`src/rtl/instr_encoder_loader.sv`:
```
// -----------------------------------------------------------------------------
// instr_encoder_loader
//
// Purpose:
//   Inverse of the MIPS main control decoder. Takes a control-signal bundle
//   plus register/immediate fields, encodes the matching 32-bit instruction
//   word and writes it into instruction memory through a write/ack port.
//   Successive words go to successive addresses starting at START_ADDR.
//   Bundles that match no supported instruction are rejected and counted.
//
// Parameters:
//   ADDR_W     - width of the imem word address
//   DEPTH      - number of loadable words (1 <= DEPTH <= 2**ADDR_W)
//   START_ADDR - first word address written after reset or clr
//
// Ports:
//   clk, rst_n           - clock (rising edge), synchronous active-low reset
//   clr                  - clears address, full flag, error counter (IDLE only)
//   in_valid / in_ready  - bundle handshake
//   RegWrite .. ALUOp    - control bundle to encode
//   rs, rt, rd, shamt, funct, imm, target - instruction fields
//   imem_we/addr/wdata   - write request, held until imem_ack
//   imem_ack             - memory accepted the write
//   full                 - DEPTH words have been written
//   err_illegal          - one-cycle pulse on a rejected bundle
//   err_count            - saturating count of rejected bundles
//   chk_err              - sticky encode self-check error
//
// Optional feature (macro ENC_CHECK_EN):
//   When defined, the opcode of the word being written is re-decoded with the
//   standard main-decoder table and compared against the captured bundle;
//   a mismatch sets chk_err until reset or clr. When undefined chk_err is 0.
// -----------------------------------------------------------------------------
module instr_encoder_loader #(
    parameter int ADDR_W     = 8,
    parameter int DEPTH      = 256,
    parameter int START_ADDR = 0
) (
    input  logic              clk,
    input  logic              rst_n,
    input  logic              clr,
    input  logic              in_valid,
    output logic              in_ready,
    input  logic              RegWrite,
    input  logic              RegDst,
    input  logic              ALUSrc,
    input  logic              Branch,
    input  logic              MemWrite,
    input  logic              MemToReg,
    input  logic              Jump,
    input  logic [1:0]        ALUOp,
    input  logic [4:0]        rs,
    input  logic [4:0]        rt,
    input  logic [4:0]        rd,
    input  logic [4:0]        shamt,
    input  logic [5:0]        funct,
    input  logic [15:0]       imm,
    input  logic [25:0]       target,
    output logic              imem_we,
    output logic [ADDR_W-1:0] imem_addr,
    output logic [31:0]       imem_wdata,
    input  logic              imem_ack,
    output logic              full,
    output logic              err_illegal,
    output logic [7:0]        err_count,
    output logic              chk_err
);

    // Control bundle packed as {RegWrite, RegDst, ALUSrc, Branch, MemWrite,
    // MemToReg, Jump, ALUOp[1:0]}.
    localparam logic [8:0] CTRL_R    = 9'b1_1_0_0_0_0_0_10;
    localparam logic [8:0] CTRL_LW   = 9'b1_0_1_0_0_1_0_00;
    localparam logic [8:0] CTRL_SW   = 9'b0_0_1_0_1_0_0_00;
    localparam logic [8:0] CTRL_BEQ  = 9'b0_0_0_1_0_0_0_01;
    localparam logic [8:0] CTRL_ADDI = 9'b1_0_1_0_0_0_0_00;
    localparam logic [8:0] CTRL_J    = 9'b0_0_0_0_0_0_1_00;

    localparam logic [5:0] OP_R    = 6'b000000;
    localparam logic [5:0] OP_LW   = 6'b100011;
    localparam logic [5:0] OP_SW   = 6'b101011;
    localparam logic [5:0] OP_BEQ  = 6'b000100;
    localparam logic [5:0] OP_ADDI = 6'b001000;
    localparam logic [5:0] OP_J    = 6'b000010;

    localparam logic [ADDR_W-1:0] FIRST_ADDR = ADDR_W'(START_ADDR);
    // Last loadable address; arithmetic wraps at ADDR_W like the counter.
    localparam logic [ADDR_W-1:0] LAST_ADDR  = ADDR_W'(START_ADDR + DEPTH - 1);

    typedef enum logic [1:0] {
        IDLE   = 2'd0,
        WRITE  = 2'd1,
        REJECT = 2'd2
    } state_t;

    state_t            r_state;
    logic              r_we;
    logic [ADDR_W-1:0] r_addr;
    logic [31:0]       r_wdata;
    logic              r_full;
    logic              r_err_illegal;
    logic [7:0]        r_err_count;

    logic [8:0]        w_ctrl;
    logic [31:0]       w_word;
    logic              w_legal;
    logic              w_in_ready;

    assign w_ctrl = {RegWrite, RegDst, ALUSrc, Branch, MemWrite, MemToReg, Jump, ALUOp};

    // clr owns the IDLE cycle it appears in, so a coincident bundle is refused.
    assign w_in_ready = (r_state == IDLE) && !r_full && !clr;

    // Encoder: exact match on all nine control bits.
    // NOTE: every output of a combinational block gets a default first, so no
    // path through the case leaves a value unassigned and a latch is inferred.
    always_comb begin
        w_legal = 1'b1;
        w_word  = '0;
        case (w_ctrl)
            CTRL_R:    w_word = {OP_R, rs, rt, rd, shamt, funct};
            CTRL_LW:   w_word = {OP_LW, rs, rt, imm};
            CTRL_SW:   w_word = {OP_SW, rs, rt, imm};
            CTRL_BEQ:  w_word = {OP_BEQ, rs, rt, imm};
            CTRL_ADDI: w_word = {OP_ADDI, rs, rt, imm};
            CTRL_J:    w_word = {OP_J, target};
            default:   w_legal = 1'b0;
        endcase
    end

`ifdef ENC_CHECK_EN
    logic [8:0] r_cap_ctrl;
    logic       r_chk_err;
    logic [8:0] w_dec_ctrl;

    // Standard main-decoder table applied to the opcode actually being written.
    always_comb begin
        w_dec_ctrl = '0;
        case (r_wdata[31:26])
            OP_R:    w_dec_ctrl = CTRL_R;
            OP_LW:   w_dec_ctrl = CTRL_LW;
            OP_SW:   w_dec_ctrl = CTRL_SW;
            OP_BEQ:  w_dec_ctrl = CTRL_BEQ;
            OP_ADDI: w_dec_ctrl = CTRL_ADDI;
            OP_J:    w_dec_ctrl = CTRL_J;
            default: w_dec_ctrl = '0;
        endcase
    end

    always_ff @(posedge clk) begin
        if (!rst_n) begin
            r_cap_ctrl <= '0;
            r_chk_err  <= 1'b0;
        end else begin
            if (r_state == IDLE && clr) begin
                r_chk_err <= 1'b0;
            end else if (r_state == IDLE && in_valid && w_in_ready && w_legal) begin
                r_cap_ctrl <= w_ctrl;
            end else if (r_state == WRITE && w_dec_ctrl != r_cap_ctrl) begin
                r_chk_err <= 1'b1;
            end
        end
    end

    assign chk_err = r_chk_err;
`else
    assign chk_err = 1'b0;
`endif

    // NOTE: sequential state is updated with non-blocking assignments so all
    // registers sample the pre-edge values regardless of statement order.
    always_ff @(posedge clk) begin
        if (!rst_n) begin
            r_state       <= IDLE;
            r_we          <= 1'b0;
            r_addr        <= FIRST_ADDR;
            r_wdata       <= '0;
            r_full        <= 1'b0;
            r_err_illegal <= 1'b0;
            r_err_count   <= '0;
        end else begin
            case (r_state)
                IDLE: begin
                    if (clr) begin
                        r_addr      <= FIRST_ADDR;
                        r_full      <= 1'b0;
                        r_err_count <= '0;
                    end else if (in_valid && w_in_ready) begin
                        if (w_legal) begin
                            r_wdata <= w_word;
                            r_we    <= 1'b1;
                            r_state <= WRITE;
                        end else begin
                            r_err_illegal <= 1'b1;
                            if (r_err_count != 8'hFF) begin
                                r_err_count <= r_err_count + 8'd1;
                            end
                            r_state <= REJECT;
                        end
                    end
                end

                WRITE: begin
                    // Request stays frozen until the memory acknowledges.
                    if (imem_ack) begin
                        r_we    <= 1'b0;
                        r_state <= IDLE;
                        if (r_addr == LAST_ADDR) begin
                            r_full <= 1'b1;
                        end else begin
                            r_addr <= r_addr + ADDR_W'(1);
                        end
                    end
                end

                REJECT: begin
                    r_err_illegal <= 1'b0;
                    r_state       <= IDLE;
                end

                default: begin
                    r_we          <= 1'b0;
                    r_err_illegal <= 1'b0;
                    r_state       <= IDLE;
                end
            endcase
        end
    end

    assign in_ready    = w_in_ready;
    assign imem_we     = r_we;
    assign imem_addr   = r_addr;
    assign imem_wdata  = r_wdata;
    assign full        = r_full;
    assign err_illegal = r_err_illegal;
    assign err_count   = r_err_count;

endmodule

```
`config.mk`:
```
export PLATFORM = sky130hd
export DESIGN_NAME = instr_encoder_loader
export DESIGN_NICKNAME = d
export VERILOG_FILES = /design/src/rtl/instr_encoder_loader.sv
export SDC_FILE = /design/constraint.sdc
export NUM_CORES = 1
export LEC_CHECK = 0
export ABC_AREA = 1
export CAP_MARGIN = 20
export CELL_PAD_IN_SITES_DETAIL_PLACEMENT = 0
export CELL_PAD_IN_SITES_GLOBAL_PLACEMENT = 1
export CORE_ASPECT_RATIO = 1.2
export CORE_UTILIZATION = 30
export CTS_BUF_LIST = sky130_fd_sc_hd__clkbuf_8 sky130_fd_sc_hd__clkbuf_16
export DETAILED_ROUTE_END_ITERATION = 6
export PLACE_DENSITY = 0.95
export SKIP_CTS_REPAIR_TIMING = 1
export SYNTH_ARGS = -nofsm -noshare
export SYNTH_HDL_FRONTEND = slang
export SYNTH_SLANG_ARGS = --single-unit
```
`constraint.sdc`:
```
create_clock -name clk -period 3.2 [get_ports clk]
set_input_delay 0.32 -clock clk [delete_from_list [all_inputs] [get_ports clk]]
set_output_delay 0.32 -clock clk [all_outputs]
set_load 0.005 [all_outputs]
```
Yosys cells after proc, flatten, opt, wreduce, memory -nomap -nowiden. Index checks and enable logic that the tools add are counted.

$add $sub $neg: 2. Multipliers: 0. Div/mod/pow operators: 0. Order comparisons: 0. Eq/ne operators: 19. Shift-type cells: 0. Muxes and demuxes: 28. Bitwise logic cells: 3. Reduce and logical (&&, ||, !) cells: 17.

Operators with widths (number): $pmux 32 s6 (1); $mux 8 (7); $eq 9x9->1 const B (3); $reduce_and 4->1 (5); $add 8x1->8 const B (2); $ne 2x2->1 const B (8); $pmux 8 s2 (1); $mux 1 (11); $eq 9x3->1 const B (1); $eq 9x6->1 const B (1); $eq 9x7->1 const B (1); $eq 8x8->1 const B (1); $mux 2 (4); $ne 8x8->1 const B (1); $reduce_bool 2->1 (3); $reduce_or 6->1 (1); $reduce_and 5->1 (1); $pmux 1 s2 (2); $pmux 2 s2 (1); $logic_and 1x1->1 (3); $not 1->1 (3); $pmux 1 s3 (1); $reduce_and 3->1 (1); $eq 2x1->1 const B (1); other kinds (4) (5).

Register bits after elaboration: 53. Bits in latches: 0. Memory bits (writable): 0. ROM bits: 0. Bits of input ports: 82. Output and inout port bits: 53. Logic and storage cells: 76. Memories kept: 0.

Depth between registers and ports, before layout.
Depth in word-level cells: 7. Mapped depth: 12. Gate-level depth less buffers: 12.

Worst setup path after synthesis. Ideal clock, no wire load.

Kind: in2reg. Start: input port clr. End: register r_wdata[10] (netlist: imem_wdata[10]). Library setup time: 113 ps. Arrival time: 1492 ps. Data required time: 3087 ps. Path slack: 1595 ps. Stages: 9. Buffers on the path: 3. Cell sequence: buf_2 > nor3_4 > nand2_1 > a21oi_4 > nand3_2 > buf_6 > buf_6 > nor2_1 > nor2_1.

Word-level cells in the longest chain between the ends: 4. Elaborated cells between the ends (all ways): 5. Classes of those cells: bitwise: 1; reduce/logical: 4.

RTL lines: start: declaration (RTL line 41) `input logic clr,`; $logic_not 1->1 (RTL line 111) `assign w_in_ready = (r_state == IDLE) && !r_full && !clr;`; $logic_and 1x1->1 (RTL line 111); via in_ready (RTL line 43) `output logic in_ready,`; $logic_and 1x1->1 (RTL line 187) `end else if (in_valid && w_in_ready) begin`; $reduce_and 4->1 (no line); end signal: assignment (RTL line 189) `r_wdata <= w_word;`; end: declaration (RTL line 98) `logic [31:0] r_wdata;`.

The timed path passes the listed nets, and every way through them passes these cells. A chain may end at the register's enable or synchronous reset.

Worst setup path in the final report.
Start: input port clr. End: register r_wdata[7] (netlist: imem_wdata[7]).

Word-level cells in the longest chain between the ends: 4. Elaborated cells between the ends (all ways): 5. Classes of those cells: bitwise: 1; reduce/logical: 4.

RTL lines (RTL line): $logic_not 1->1 (111); $logic_and 1x1->1 (111); $logic_and 1x1->1 (187); $reduce_and 4->1 (no line) (*).

Every way passes the cells marked *; elsewhere a longest branch is shown, timed or not.

==> run summary <==
Starting Density = 30.8%
Share of power burned in combinational logic = 16.2%
Unrepaired setup endpoints after global routing = false
Async SR Flop Fraction = 0%
Number of nets with antenna violations after routing = 0
Cell variety after synth = 32
Via count of the first global-routing pass = 3297
Final min period = 2.19 ns
Post-detailed-route via-to-cell ratio = 4.54
Top-Level Pins = 135
Worst hold path depth = 2
Number of clock sinks = 51
Data required time at the worst endpoint = 3.42 ns
Startpoint kind of the worst setup timing path = primary input
Flip-flop and latch count after synthesis = 51
Data arrival, critical path = 2.42 ns
Post-placement cell count = 753
Share of total power in the clock network = 39.3%
Buffer depth of the longest clock path = 2
Post-synthesis sequential area ratio = 33.3%
Initial DRC count = 121
Total of fill cells in the finished design = 1031
Outcome = finished, final reports clean
Antenna violations before repair = 0
Ratio of cells with drive above 1 in the final layout = 5.21%
Wire length of the first global-routing pass = 14600 um
Maximum capacitance violations = 0
CTS Buf Count = 5
Skew-Pair Late Insertion Delay = 0.29 ns
Proportion of power drawn by flip-flops and latches = 44.4%
Post-route non-filler standard cell count = 760
Root Buffer = sky130_fd_sc_hd__clkbuf_16
Total wire length after detailed routing = 8840 um
Peak ir drop on the vdd network = 198 uV
Overall fraction of global-route tracks in use = 17.3%
Main flop type after synthesis = sky130_fd_sc_hd__dfxtp_1
Kind of critical path = primary input to flip-flop
Die outline area = 10600 sq um
Number of pins exceeding their max-slew limit in the final report = 0
Overall die height = 113 um
Routability-driven placement congestion ratio = 0.815
Summed negative setup slack over all endpoints = 0 ns
Peak clock frequency supported by timing = 457 MHz
Total standard cell area after synthesis = 3060 sq um
Wire length per cell after detailed routing = 11.6 um
Count of flip-flops with a built-in enable after synthesis = 0
Hold Path Class = flip-flop to flip-flop
CTS clk-pin slew, worst paths = 0.06 ns
P_sw = 0.335 mW
Core region area = 9960 sq um
Cell Int Power = 1.15 mW
CTS H-tree depth = 2
Layout area overhead = 51.7%
Worst-case clock skew = 0.00217 ns
Setup violation total in the final timing report = 0
Total leakage power = 2.14 nW
Std-Cell Rows = 40
Detailed Routing Iterations Pass 1 = 4
Proportion of total power due to net switching = 22.5%
Warnings, synthesis = 0
Total area of multi-input combinational cells = 1660 sq um
Final Hold Viols = 0
Residual overflow from global routing = 0
Post-Route Hold Slack = 0.450 ns
Power Dens Cells = 320 nW/um^2
Fin nets = 718
Clock tree from TritonCTS = built
Detailed Place HPWL = 6870 um
Die extent in x = 94.3 um
Largest fanout on the critical path = 41
Total inserted antenna cells = 0
Routed vias = 3454
Number of cells produced by synthesis = 508
Average footprint of a synthesized cell = 6.03 sq um
Number of cells traversed by the worst register-to-register path = 11
Sequential cell area = 1020 sq um
Maximum number of pins on one net before global-route repair = 42
Type of destination of the critical path = flip-flop
Number of buffers added on ports = 132
Ratio of final minimum period to clock period = 68.5%
Remaining DRCs = 0
## registers in the layout, indices dropped and copies added (netlist names)
register	cells
r_state	2
imem_wdata	30
err_count	8
full	1
imem_we	1
err_illegal	1
imem_addr	8
## synth_stat cells, types with 3 or more instances
| cell type | instances | area, sq um |
|---|---|---|
| sky130_fd_sc_hd__nand2_1 | 150 | 563 |
| sky130_fd_sc_hd__nor2_1 | 95 | 357 |
| sky130_fd_sc_hd__inv_1 | 67 | 251 |
| sky130_fd_sc_hd__dfxtp_1 | 51 | 1020 |
| sky130_fd_sc_hd__nand3_1 | 26 | 130 |
| sky130_fd_sc_hd__o21ai_0 | 23 | 115 |
| sky130_fd_sc_hd__a21oi_1 | 19 | 95.1 |
| sky130_fd_sc_hd__a22oi_1 | 15 | 113 |
| sky130_fd_sc_hd__clkbuf_1 | 7 | 26.3 |
| sky130_fd_sc_hd__nor3_1 | 7 | 35.0 |
| sky130_fd_sc_hd__buf_2 | 6 | 30.0 |
| sky130_fd_sc_hd__nand2_2 | 5 | 31.3 |
| sky130_fd_sc_hd__nand4_1 | 5 | 31.3 |
| sky130_fd_sc_hd__buf_4 | 4 | 30.0 |
| sky130_fd_sc_hd__nor2_2 | 4 | 25.0 |
| sky130_fd_sc_hd__buf_6 | 3 | 33.8 |
| sky130_fd_sc_hd__inv_2 | 3 | 11.3 |
## path summary, 6_finish.rpt
path / from / endpoint / slack, ns
max: clr / imem_wdata[7] / 1.01
max reg2reg: r_state[0] / imem_wdata[7] / 1.05
min: imem_wdata[28] / imem_wdata[28] / 0.45
min reg2reg: imem_wdata[28] / imem_wdata[28] / 0.45
## through the flow
stage | util, % | power [mW] | area (sq um) | setup slack, ns
floorplan | - | 0.767 | 3070 | 1.60
global placement | 45.1 | 0.914 | 4490 | 0.790
detailed placement | 45.1 | 0.918 | 4490 | 0.711
CTS | 46.7 | 1.51 | 4650 | 1.01
global route | 46.7 | 1.56 | 4650 | 0.806
finish | 46.7 | 1.49 | 4650 | 1.01
## critical path: stages
cell	delay, ns
sky130_fd_sc_hd__clkdlybuf4s50_1	0.58
sky130_fd_sc_hd__nor3_4	0.24
sky130_fd_sc_hd__nand2_1	0.18
sky130_fd_sc_hd__a21oi_4	0.21
sky130_fd_sc_hd__nand3_2	0.34
sky130_fd_sc_hd__buf_12	0.31
sky130_fd_sc_hd__nand2_1	0.07
sky130_fd_sc_hd__nand2_1	0.05
sky130_fd_sc_hd__nor2_1	0.10
## power by group through the flow
stage	combinational (mW)	clock, mW	sequential [mW]
2_1_floorplan	0.0930	0	0.674
3_3_place_gp	0.239	0	0.675
3_5_place_dp	0.243	0	0.675
6_report	0.242	0.585	0.661
5_1_grt	0.267	0.626	0.663
4_1_cts	0.244	0.607	0.661
## kinds of logic (layout without fill, tap and decap cells)
family | Yosys count | after routing | share of synthesized area (%)
and+or+nand+nor | 298 | 298 | 40.3
buffers and inverters | 91 | 216 | 12.6
AOI/OAI and AO/OA | 64 | 64 | 12.5
DFF | 51 | 51 | 33.3
adders and majority gates | 2 | 2 | 0.817
other | 1 | 2 | 0.122
xor gates and xnor gates | 1 | 1 | 0.286
## area by class of cell
class / count / area share [%]
multi-input combinational: 367 / 35.7
timing repair buffer: 139 / 29.8
clock buffer: 5 / 2.69
clock inverter: 2 / 0.727
tap: 126 / 3.39
inverter: 70 / 5.65
sequential: 51 / 22.0
## metal layers
metal  vias to the layer above  GRT usage [%]  part of all wire (%)
met1                      1506           18.7                    39
met5                         -              0                     0
li1                       1814              -                     -
met3                        13           5.65                   8.7
met4                         0           5.95                   1.7
met2                       121           31.0                    51
## placed cells by master (no fill, tap or decap), drive strengths merged
cell           netlist  layout
nand2              156     156
clkdlybuf4s50        0     132
nor2               100     100
inv                 70      71
dfxtp               51      51
nand3               27      27
o21ai               24      24
a21oi               22      22
a22oi               15      15
nor3                 8       8
buf                 14       7
nand4                5       5
clkbuf               7       5
a211oi               2       2
ha                   2       2
conb                 1       2
xor2                 1       1
nand3b               1       1
or2                  1       1
o21a                 1       1
bufinv               0       1
(Power assumes the default switching activity.)
